--- src/rtl/aip_dispatch_pkg.sv ---
// Shared constants for the AIP port dispatcher: local register map, STATUS bit layout, FSM encoding.
// Latency: n/a (declarations only).
// Backpressure: n/a.
package aip_dispatch_pkg;

  // Local registers. Every address below ADDR_STATUS is forwarded to the selected port.
  localparam logic [4:0] ADDR_STATUS  = 5'h1C;
  localparam logic [4:0] ADDR_MASK    = 5'h1D;
  localparam logic [4:0] ADDR_PENDING = 5'h1E;
  localparam logic [4:0] ADDR_SELECT  = 5'h1F;

  // STATUS read layout.
  localparam int STAT_BUSY    = 0;
  localparam int STAT_OVERRUN = 1;
  localparam int STAT_TIMEOUT = 2;
  localparam int STAT_SEL_LSB = 8;

  typedef enum logic {
    ST_IDLE = 1'b0,
    ST_BUSY = 1'b1
  } disp_state_e;

  // Width of the SELECT register (never below one bit).
  function automatic int sel_width(input int n_ports);
    return (n_ports <= 2) ? 1 : $clog2(n_ports);
  endfunction

endpackage

--- src/rtl/aip_int_capture.sv ---
// Per-port interrupt capture: rising-edge detect, PENDING (W1C, set wins), MASK, registered aggregate request.
// Latency: PENDING sets on the edge that sees the rise; o_int_req follows one cycle later.
// Backpressure: none; interrupts are captured every cycle regardless of the MCU enable.
// Ports: i_int raw port interrupts, i_set forced PENDING sets, i_clr_* W1C request, i_mask_* MASK write,
//        o_rise combinational rise vector, o_pending/o_mask register views, o_int_req aggregate interrupt.
module aip_int_capture #(
  parameter int N_PORTS = 4
) (
  input  logic               i_clk,
  input  logic               i_rst_a,
  input  logic [N_PORTS-1:0] i_int,
  input  logic [N_PORTS-1:0] i_set,
  input  logic               i_clr_vld,
  input  logic [N_PORTS-1:0] i_clr_dat,
  input  logic               i_mask_vld,
  input  logic [N_PORTS-1:0] i_mask_dat,
  output logic [N_PORTS-1:0] o_rise,
  output logic [N_PORTS-1:0] o_pending,
  output logic [N_PORTS-1:0] o_mask,
  output logic               o_int_req
);

  logic [N_PORTS-1:0] int_q;
  logic [N_PORTS-1:0] pend_q, pend_d;
  logic [N_PORTS-1:0] mask_q, mask_d;
  logic               int_req_q, int_req_d;

  assign o_rise = i_int & ~int_q;

  always_comb begin
    pend_d = pend_q;
    if (i_clr_vld) pend_d = pend_d & ~i_clr_dat;
    // New edges are applied after the clear so a same-cycle set is never lost.
    pend_d    = pend_d | o_rise | i_set;
    mask_d    = i_mask_vld ? i_mask_dat : mask_q;
    int_req_d = |(pend_q & mask_q);
  end

  always_ff @(posedge i_clk or posedge i_rst_a) begin
    if (i_rst_a) begin
      int_q     <= '0;
      pend_q    <= '0;
      mask_q    <= '1;
      int_req_q <= 1'b0;
    end else begin
      int_q     <= i_int;
      pend_q    <= pend_d;
      mask_q    <= mask_d;
      int_req_q <= int_req_d;
    end
  end

  assign o_pending = pend_q;
  assign o_mask    = mask_q;
  assign o_int_req = int_req_q;

endmodule

--- src/rtl/aip_port_dispatcher.sv ---
// MCU-to-N-port AIP dispatcher: forwards config 0x00-0x1B to the selected port, runs start/busy tracking, aggregates interrupts.
// Latency: forwarded strobes 1 cycle; forwarded read data 2 cycles; local read data 1 cycle; start pulse 1 cycle.
// Backpressure: none; i_en_s low drops MCU accesses and freezes state except interrupt capture and busy completion.
// Ports: MCU side i_conf_dbus/i_read/i_write/i_start/i_data_in/o_data_out/o_int_req; port side flattened
//        o_dataInAIP_IP/o_configAIP_IP (slice k = port k), per-port strobes, i_dataOutAIP_IP, i_int_IP.
// Build option: define AIP_DISPATCH_TIMEOUT_EN to include the BUSY watchdog (TIMEOUT_CYCLES clocks).
module aip_port_dispatcher
  import aip_dispatch_pkg::*;
#(
  parameter int DATA_WORD      = 32,
  parameter int N_PORTS        = 4,
  parameter int TIMEOUT_CYCLES = 65535
) (
  input  logic                         i_clk,
  input  logic                         i_rst_a,
  input  logic                         i_en_s,
  input  logic [4:0]                   i_conf_dbus,
  input  logic                         i_read,
  input  logic                         i_write,
  input  logic                         i_start,
  input  logic [DATA_WORD-1:0]         i_data_in,
  output logic [DATA_WORD-1:0]         o_data_out,
  output logic                         o_int_req,
  output logic [N_PORTS*DATA_WORD-1:0] o_dataInAIP_IP,
  output logic [N_PORTS*5-1:0]         o_configAIP_IP,
  output logic [N_PORTS-1:0]           o_readAIP_IP,
  output logic [N_PORTS-1:0]           o_writeAIP_IP,
  output logic [N_PORTS-1:0]           o_start_IP,
  input  logic [N_PORTS*DATA_WORD-1:0] i_dataOutAIP_IP,
  input  logic [N_PORTS-1:0]           i_int_IP
);

  localparam int SEL_W = sel_width(N_PORTS);

  if (DATA_WORD < 16 || N_PORTS < 2 || N_PORTS > 16 || TIMEOUT_CYCLES < 1) begin : g_param_check
    $error("aip_port_dispatcher: illegal parameter set");
  end

  // MCU access decode; read+write together is a write.
  logic acc_rd, acc_wr, start_acc, is_local, fwd_acc;
  logic wr_status, wr_mask, wr_pending, wr_select;
  assign acc_wr     = i_en_s & i_write;
  assign acc_rd     = i_en_s & i_read & ~i_write;
  assign start_acc  = i_en_s & i_start;
  assign is_local   = (i_conf_dbus >= ADDR_STATUS);
  assign fwd_acc    = (acc_rd | acc_wr) & ~is_local;
  assign wr_status  = acc_wr & (i_conf_dbus == ADDR_STATUS);
  assign wr_mask    = acc_wr & (i_conf_dbus == ADDR_MASK);
  assign wr_pending = acc_wr & (i_conf_dbus == ADDR_PENDING);
  assign wr_select  = acc_wr & (i_conf_dbus == ADDR_SELECT);

  disp_state_e          state_q, state_d;
  logic [SEL_W-1:0]     sel_q, sel_d, busy_port_q, busy_port_d;
  logic                 start_q, start_d, overrun_q, overrun_d;
  logic                 overrun_set, tmo_fire, tmo_hit, tmo_flag, done;
  logic [N_PORTS-1:0]   rise, pending, mask, tmo_set;
  logic                 fwd_act_q, fwd_rd_q, fwd_wr_q;
  logic [SEL_W-1:0]     fwd_port_q;
  logic [4:0]           fwd_cfg_q;
  logic [DATA_WORD-1:0] fwd_dat_q, rdata_q, rdata_d, loc_rdata, port_rdata;

  assign done = rise[busy_port_q];

  // Start/busy FSM.
  always_comb begin
    state_d     = state_q;
    busy_port_d = busy_port_q;
    start_d     = 1'b0;
    overrun_set = 1'b0;
    tmo_fire    = 1'b0;
    case (state_q)
      ST_IDLE: begin
        if (start_acc) begin
          state_d     = ST_BUSY;
          busy_port_d = sel_q;
          start_d     = 1'b1;
        end
      end
      ST_BUSY: begin
        overrun_set = start_acc;
        if (done) begin
          state_d = ST_IDLE;
        end else if (tmo_hit) begin
          state_d  = ST_IDLE;
          tmo_fire = 1'b1;
        end
      end
      default: state_d = ST_IDLE;
    endcase
  end

`ifdef AIP_DISPATCH_TIMEOUT_EN
  localparam logic [31:0] TMO_LAST = 32'(TIMEOUT_CYCLES - 1);
  logic [31:0] tmo_cnt_q, tmo_cnt_d;
  logic        tmo_flag_q, tmo_flag_d;

  // Fires on the BUSY cycle whose completion makes TIMEOUT_CYCLES elapsed BUSY cycles.
  assign tmo_hit = i_en_s && (tmo_cnt_q == TMO_LAST);

  always_comb begin
    tmo_cnt_d = tmo_cnt_q;
    if (state_q == ST_IDLE) tmo_cnt_d = '0;
    else if (i_en_s)        tmo_cnt_d = tmo_cnt_q + 32'd1;
    tmo_flag_d = tmo_flag_q;
    if (wr_status && i_data_in[STAT_TIMEOUT]) tmo_flag_d = 1'b0;
    if (tmo_fire) tmo_flag_d = 1'b1;
  end

  always_ff @(posedge i_clk or posedge i_rst_a) begin
    if (i_rst_a) begin
      tmo_cnt_q  <= '0;
      tmo_flag_q <= 1'b0;
    end else begin
      tmo_cnt_q  <= tmo_cnt_d;
      tmo_flag_q <= tmo_flag_d;
    end
  end

  assign tmo_flag = tmo_flag_q;
`else
  assign tmo_hit  = 1'b0;
  assign tmo_flag = 1'b0;
`endif

  // Local register next-state, read mux and port read-data mux.
  always_comb begin
    sel_d = sel_q;
    if (wr_select && (i_data_in < DATA_WORD'(N_PORTS))) sel_d = i_data_in[SEL_W-1:0];

    overrun_d = overrun_q;
    if (wr_status && i_data_in[STAT_OVERRUN]) overrun_d = 1'b0;
    if (overrun_set) overrun_d = 1'b1;

    loc_rdata = '0;
    case (i_conf_dbus)
      ADDR_STATUS: begin
        loc_rdata[STAT_BUSY]                = (state_q == ST_BUSY);
        loc_rdata[STAT_OVERRUN]             = overrun_q;
        loc_rdata[STAT_TIMEOUT]             = tmo_flag;
        loc_rdata[STAT_SEL_LSB +: SEL_W]    = sel_q;
      end
      ADDR_MASK:    loc_rdata[N_PORTS-1:0] = mask;
      ADDR_PENDING: loc_rdata[N_PORTS-1:0] = pending;
      ADDR_SELECT:  loc_rdata[SEL_W-1:0]   = sel_q;
      default:      loc_rdata = '0;
    endcase

    port_rdata = '0;
    tmo_set    = '0;
    for (int k = 0; k < N_PORTS; k++) begin
      if (fwd_port_q == SEL_W'(k)) port_rdata = i_dataOutAIP_IP[k*DATA_WORD +: DATA_WORD];
      if (tmo_fire && busy_port_q == SEL_W'(k)) tmo_set[k] = 1'b1;
    end

    // A local read issued on the same edge a forwarded read completes is the newer one.
    rdata_d = rdata_q;
    if (fwd_rd_q) rdata_d = port_rdata;
    if (acc_rd && is_local) rdata_d = loc_rdata;
  end

  always_ff @(posedge i_clk or posedge i_rst_a) begin
    if (i_rst_a) begin
      state_q     <= ST_IDLE;
      sel_q       <= '0;
      busy_port_q <= '0;
      start_q     <= 1'b0;
      overrun_q   <= 1'b0;
      rdata_q     <= '0;
      fwd_act_q   <= 1'b0;
      fwd_rd_q    <= 1'b0;
      fwd_wr_q    <= 1'b0;
      fwd_port_q  <= '0;
      fwd_cfg_q   <= '0;
      fwd_dat_q   <= '0;
    end else begin
      state_q     <= state_d;
      sel_q       <= sel_d;
      busy_port_q <= busy_port_d;
      start_q     <= start_d;
      overrun_q   <= overrun_d;
      rdata_q     <= rdata_d;
      fwd_act_q   <= fwd_acc;
      fwd_rd_q    <= fwd_acc & acc_rd;
      fwd_wr_q    <= fwd_acc & acc_wr;
      if (fwd_acc) begin
        fwd_port_q <= sel_q;
        fwd_cfg_q  <= i_conf_dbus;
        fwd_dat_q  <= i_data_in;
      end
    end
  end

  // Port-side fan-out: only the port latched with the access sees it, everything else stays 0.
  always_comb begin
    o_dataInAIP_IP = '0;
    o_configAIP_IP = '0;
    o_readAIP_IP   = '0;
    o_writeAIP_IP  = '0;
    o_start_IP     = '0;
    for (int k = 0; k < N_PORTS; k++) begin
      if (fwd_act_q && fwd_port_q == SEL_W'(k)) begin
        o_dataInAIP_IP[k*DATA_WORD +: DATA_WORD] = fwd_dat_q;
        o_configAIP_IP[k*5 +: 5]                 = fwd_cfg_q;
        o_readAIP_IP[k]                          = fwd_rd_q;
        o_writeAIP_IP[k]                         = fwd_wr_q;
      end
      if (start_q && busy_port_q == SEL_W'(k)) o_start_IP[k] = 1'b1;
    end
  end

  assign o_data_out = rdata_q;

  aip_int_capture #(
    .N_PORTS (N_PORTS)
  ) u_int_capture (
    .i_clk      (i_clk),
    .i_rst_a    (i_rst_a),
    .i_int      (i_int_IP),
    .i_set      (tmo_set),
    .i_clr_vld  (wr_pending),
    .i_clr_dat  (i_data_in[N_PORTS-1:0]),
    .i_mask_vld (wr_mask),
    .i_mask_dat (i_data_in[N_PORTS-1:0]),
    .o_rise     (rise),
    .o_pending  (pending),
    .o_mask     (mask),
    .o_int_req  (o_int_req)
  );

endmodule

--- config.mk ---
export PLATFORM = sky130hd
export DESIGN_NAME = aip_port_dispatcher
export DESIGN_NICKNAME = d
export VERILOG_FILES = /design/src/rtl/aip_dispatch_pkg.sv /design/src/rtl/aip_int_capture.sv /design/src/rtl/aip_port_dispatcher.sv
export SDC_FILE = /design/constraint.sdc
export NUM_CORES = 1
export LEC_CHECK = 0
export ABC_AREA = 0
export BUFFER_PORTS_ARGS = -buffer_cell sky130_fd_sc_hd__buf_2
export CAP_MARGIN = 20
export CORE_AREA = 2 2 142 144
export DETAILED_ROUTE_END_ITERATION = 7
export DIE_AREA = 0 0 144 146
export PLACE_DENSITY = 0.67
export SYNTH_ARGS = -nofsm -noshare
export SYNTH_HDL_FRONTEND = slang
export SYNTH_SLANG_ARGS = --single-unit
export TNS_END_PERCENT = 20
--- constraint.sdc ---
create_clock -name i_clk -period 7.8 [get_ports i_clk]
set_clock_uncertainty 0.2 [all_clocks]
set_input_delay 1.56 -clock i_clk [delete_from_list [all_inputs] [get_ports i_clk]]
set_output_delay 1.56 -clock i_clk [all_outputs]
set_load 0.005 [all_outputs]
# [Word level (Yosys, flattened, before mapping)]
# Index checks and enable logic that the tools add are counted.
[word_totals] input_bits=175 wordCells=107 regBits=94
[op_classes] n_mux=40 eq_ne=10 order_cmp=3 n_reduce_logical=17 n_bitwise=21
[op_table] cell="$mux 32" count=10
[op_table] cell="$lt 32x3->1 const B" count=1
[op_table] cell="$eq 5x5->1 const B" count=4
[op_table] cell="$mux 5" count=4
[op_table] cell="$mux 1" count=19
[op_table] cell="$and 4x4->4" count=3
[op_table] cell="$and 1x1->1" count=11
[op_table] cell="$logic_and 1x1->1" count=11
[op_table] cell="$eq 2x2->1 const B" count=4
[op_table] cell="$not 4->4" count=2
[op_table] cell="$pmux 2 s4" count=1
[op_table] cell="$pmux 1 s2" count=3
[op_table] cell="$ge 5x5->1 const B" count=1
[op_table] cell="$eq 2x1->1 const B" count=2
[op_table] cell="$logic_not 2->1" count=2
[op_table] cell="$mux 4" count=1
[op_table] cell="$or 4x4->4" count=1
[op_table] cell="$reduce_bool 2->1" count=2
[op_table] cell="$reduce_or 4->1" count=1
[op_table] cell="$lt 2x3->1 const B" count=1
[op_table] cell="$not 1->1" count=3
[op_table] cell="$bmux 1 s2" count=1
[op_table] cell="$mux 2" count=1
[op_table] cell="$reduce_and 2->1" count=1
[op_table] cell="$or 1x1->1" count=1

# [Longest topological paths before layout]
[depth] ltp_word=7 mapped_depth=6 ltp_nobuf=4

# [Hierarchy]
# A second synthesis with hierarchy kept.
[unflattened] hier_cells=499 area_unflattened_um2=5698.0
[by_module_without_submodules] mod="aip_port_dispatcher" cells_each=466 area_each_um2=5225.0 instances=1
[by_module_without_submodules] mod="aip_int_capture" cells_each=33 area_each_um2=473.0 instances=1

# [Worst setup path before layout]
# OpenSTA, ideal clock, no wires.
[synth_path] path_kind="register -> output" start="register fwd_port_q[1]" end="output port o_dataInAIP_IP[21]" t_arrival_ps=1275 setup_slack_ps=4765 stages_incl_launch_ff=6 required_ps=6040 n_path_buf=3 cell_sequence="dfrtp_1 buf_6 nor3b_2 clkbuf_1 clkbuf_1 and2_1"
[synth_via] elab_chain_cells=3
[synth_rtl] element="start, declared" line_no="aip_port_dispatcher.sv:58" rtl="logic [SEL_W-1:0] fwd_port_q;"
[synth_rtl] element="start signal, assigned" line_no="aip_port_dispatcher.sv:186" rtl="fwd_port_q <= sel_q;"
[synth_rtl] element="$logic_not 2->1" line_no="aip_port_dispatcher.sv:201" rtl="if (fwd_act_q && fwd_port_q == SEL_W'(k)) begin"
[synth_rtl] element="$logic_and 1x1->1" line_no="aip_port_dispatcher.sv:201"
[synth_rtl] element="$mux 32" line_no="aip_port_dispatcher.sv:201"
[synth_rtl] element="end, declared" line_no="aip_port_dispatcher.sv:24" rtl="output logic [N_PORTS*DATA_WORD-1:0] o_dataInAIP_IP,"
# No other way between the ends.

# [Worst setup path in the final report]
[layout_path] start="register fwd_port_q[1]" end="output port o_dataInAIP_IP[77]"
[layout_via] elab_chain_cells=3
[layout_rtl] element="$eq 2x2->1" line_no="aip_port_dispatcher.sv:201"
[layout_rtl] element="$logic_and 1x1->1" line_no="aip_port_dispatcher.sv:201"
[layout_rtl] element="$mux 32" line_no="aip_port_dispatcher.sv:201"
# No other way between the ends.

==> impl_metrics.yaml <==
drt:
  first_pass_iters: 5
  drc: 0
  avgViaCountPerCell: 4.63
  first_iter_violations: 188
  wl_um: 20000
  dr_total_vias: 5203
  ant_nets: 0
  wl_per_cell_um: 17.8
global_routing:
  grt_pass1_vias: 5014
  overflow: 0
  track_usage_pct: 18.3
  grt_max_degree: 58
  grt_antenna_before_repair: 3
  grt_pass1_wl_um: 29100
place:
  placedInstanceArea_sq_um: 7770
  io_buffer_count: 367
  hpwl_um: 15800
  pre_cts_ws_ns: 4.07
  finalWeightedCongestion: 0.839
worst_hold_path:
  hold_class: "reg -> reg"
synth:
  ys_seq_area_share_pct: 41.3
  synth_edf_count: 0
  syn_inst: 502
  async_flop_share_pct: 100
  yosysUniqueCellTypes: 37
  syn_area_per_cell_sq_um: 11.4
  ys.flop_type: "dfrtp_1"
  ys_seq_elements: 94
  synth_nets: 677
  yosys_warnings: 0
  synth.cell_area_sq_um: 5700
worst_setup_path:
  cp-endpoint: "o_dataInAIP_IP[77]"
  cp.depth: 6
  required_ns: 6.04
  critPathSlowestCell: "dfrtp_1"
  worstReg2RegStart: "fwd_port_q[0]"
  arrival_ns: 2.33
  start_kind: "flop"
  r2r_cells: 4
  reg2reg_to: "o_data_out[2]"
  crit_fanout: 37
  end_kind: "output port"
  worst_path_most_repeated_cell: "buf_4"
  cpPeakStageDelay_ns: 0.47
  crit_start: "fwd_port_q[1]"
  crit_type: "reg -> out"
  crit_family: "buffers and inverters"
  crit_buf_inv: 3
  ff2ff_setup_slack_ns: 5.65
  crit_chain: "buf_4, nand2_1, nor2_2, buf_4, and2_1, buf_2"
clock_tree:
  post_cts_buffers: 0
  cts_root_buf: "clkbuf_16"
  clock_sinks: 94
  cts.clk_slew.worst_paths_ns: 0.07
  cts_buffer_depth: 2
  clkLatencyLatePin_ns: 0.35
  cts_tree: "done"
  htreeDepth: 3
  cts-resized-gates: 0
  numCtsBuffers: 9
  ctsHoldBuffers: 0
die:
  die_h_um: 146
  die_w_um: 144
  initial_core_util_pct: 29.5
  coreArea_sq_um: 19300
  fp-row-count: 51
  boundaryPins: 368
  die-area_sq_um: 21000
timing:
  setup-violations-final: 0
  rsz0062_at_grt: "no"
  worst_slew_pin_slew_ns: 0.931
  min_period_ns: 4.09
  finalHoldViolCount: 0
  drv_slew: 0
  finalCritPeriodShare_pct: 52.4
  whs_ns: 0.304
  slew_headroom_pct: 37.7
  setup_tns_ns: 0
  worst_slack_ns: 3.71
  max_freq_mhz: 245
layout:
  final_nets: 1028
  final_area_sq_um: 8060
  area_delta_synth_final_pct: 41.3
  mostFrequentLayoutCell: "buf_2"
  final_cell_mix: "367 x buf_2, 156 x and2_1, 88 x dfrtp_1"
  drive_gt1_share_pct: 56.3
outcome:
  status: "completed"
power_and_ir_drop:
  power_density_nw_per_um2: 162
  cellLeakagePower_uw: 0.00418
  peakVddDrop_mv: 0.103
run:
  drv_cap: 0
power by group:
| part | internal, uW | switching [uW] | leakage (uW) |
|---|---|---|---|
| clock network | 234 | 187 | 0.000132 |
| logic | 144 | 118 | 0.00294 |
| registers | 563 | 59.6 | 0.00111 |
| total | 940 | 365 | 0.00418 |
cell usage after synthesis, types with 5 or more instances:
library cell / n / share of area, %
inv_1: 8 / 0.53
mux2i_1: 30 / 5.3
nor2_1: 29 / 1.9
and2_1: 156 / 17
nor4_1: 7 / 0.77
buf_2: 12 / 1.1
dfrtp_1: 90 / 39
clkbuf_1: 16 / 1.1
and3_1: 6 / 0.66
mux4_2: 34 / 13
mux2_2: 47 / 9.3
nand2_1: 11 / 0.72
nand3_1: 5 / 0.44
buf_6: 5 / 0.99
worst min-delay path by stage:
stage	cells after the start	to	from	slack [ns]
2_1_floorplan	1	overrun_q	overrun_q	0.26
3_3_place_gp	1	overrun_q	overrun_q	0.28
3_5_place_dp	1	overrun_q	overrun_q	0.29
4_1_cts	1	overrun_q	overrun_q	0.31
5_1_grt	2	o_data_out[24]	o_data_out[24]	0.34
6_report	1	overrun_q	overrun_q	0.30
cells by family (layout without fill, tap and decap cells):
| family | Yosys count | after routing | share of synthesized area (%) |
|---|---|---|---|
| AOI/OAI and AO/OA | 21 | 21 | 2.63 |
| buffers and inverters | 45 | 401 | 3.99 |
| DFF | 94 | 94 | 41.3 |
| muxes | 111 | 111 | 28.0 |
| other | 0 | 1 | 0 |
| and+or+nand+nor | 231 | 231 | 24.1 |
per-stage QoR:
step	util [%]	cells	total power, uW
2_1_floorplan	-	502	739
3_3_place_gp	40.1	1106	888
3_5_place_dp	40.2	1107	897
4_1_cts	41.7	1123	1330
5_1_grt	41.7	1123	1380
6_report	41.7	1124	1310
per-layer routing:
layer	vias up	part of all wire, %	global-route usage (%)
met5	-	0.21	0
met4	6	2.7	7.40
met1	2489	42	22.5
li1	2456	-	-
met3	45	5.5	3.49
met2	207	50	31.5
state kept, by name, summed over array words and instances (netlist names), 2 cells and up:
name / count
busy_port_q: 2
u_int_capture.o_mask: 4
sel_q: 2
o_data_out: 32
u_int_capture.int_q: 4
fwd_port_q: 2
u_int_capture.o_pending: 4
fwd_dat_q: 32
fwd_cfg_q: 5
layout make-up:
cell class | instances | area (sq um)
Antenna cell | 1 | 2.50
Clock buffer | 13 | 260
Clock inverter | 3 | 20.0
Fill cell | 1937 | 11300
Inverter | 8 | 32.5
Multi-Input combinational cell | 363 | 3130
Sequential cell | 94 | 2360
Tap cell | 265 | 332
Timing Repair Buffer | 377 | 1920
worst reg2reg max path, stage by stage (launching register included):
cell      delay (ns)
dfrtp_2         0.65
buf_12          0.28
mux4_2          0.55
a211oi_1        0.27
a21oi_1         0.07
(Power assumes the default switching activity.)
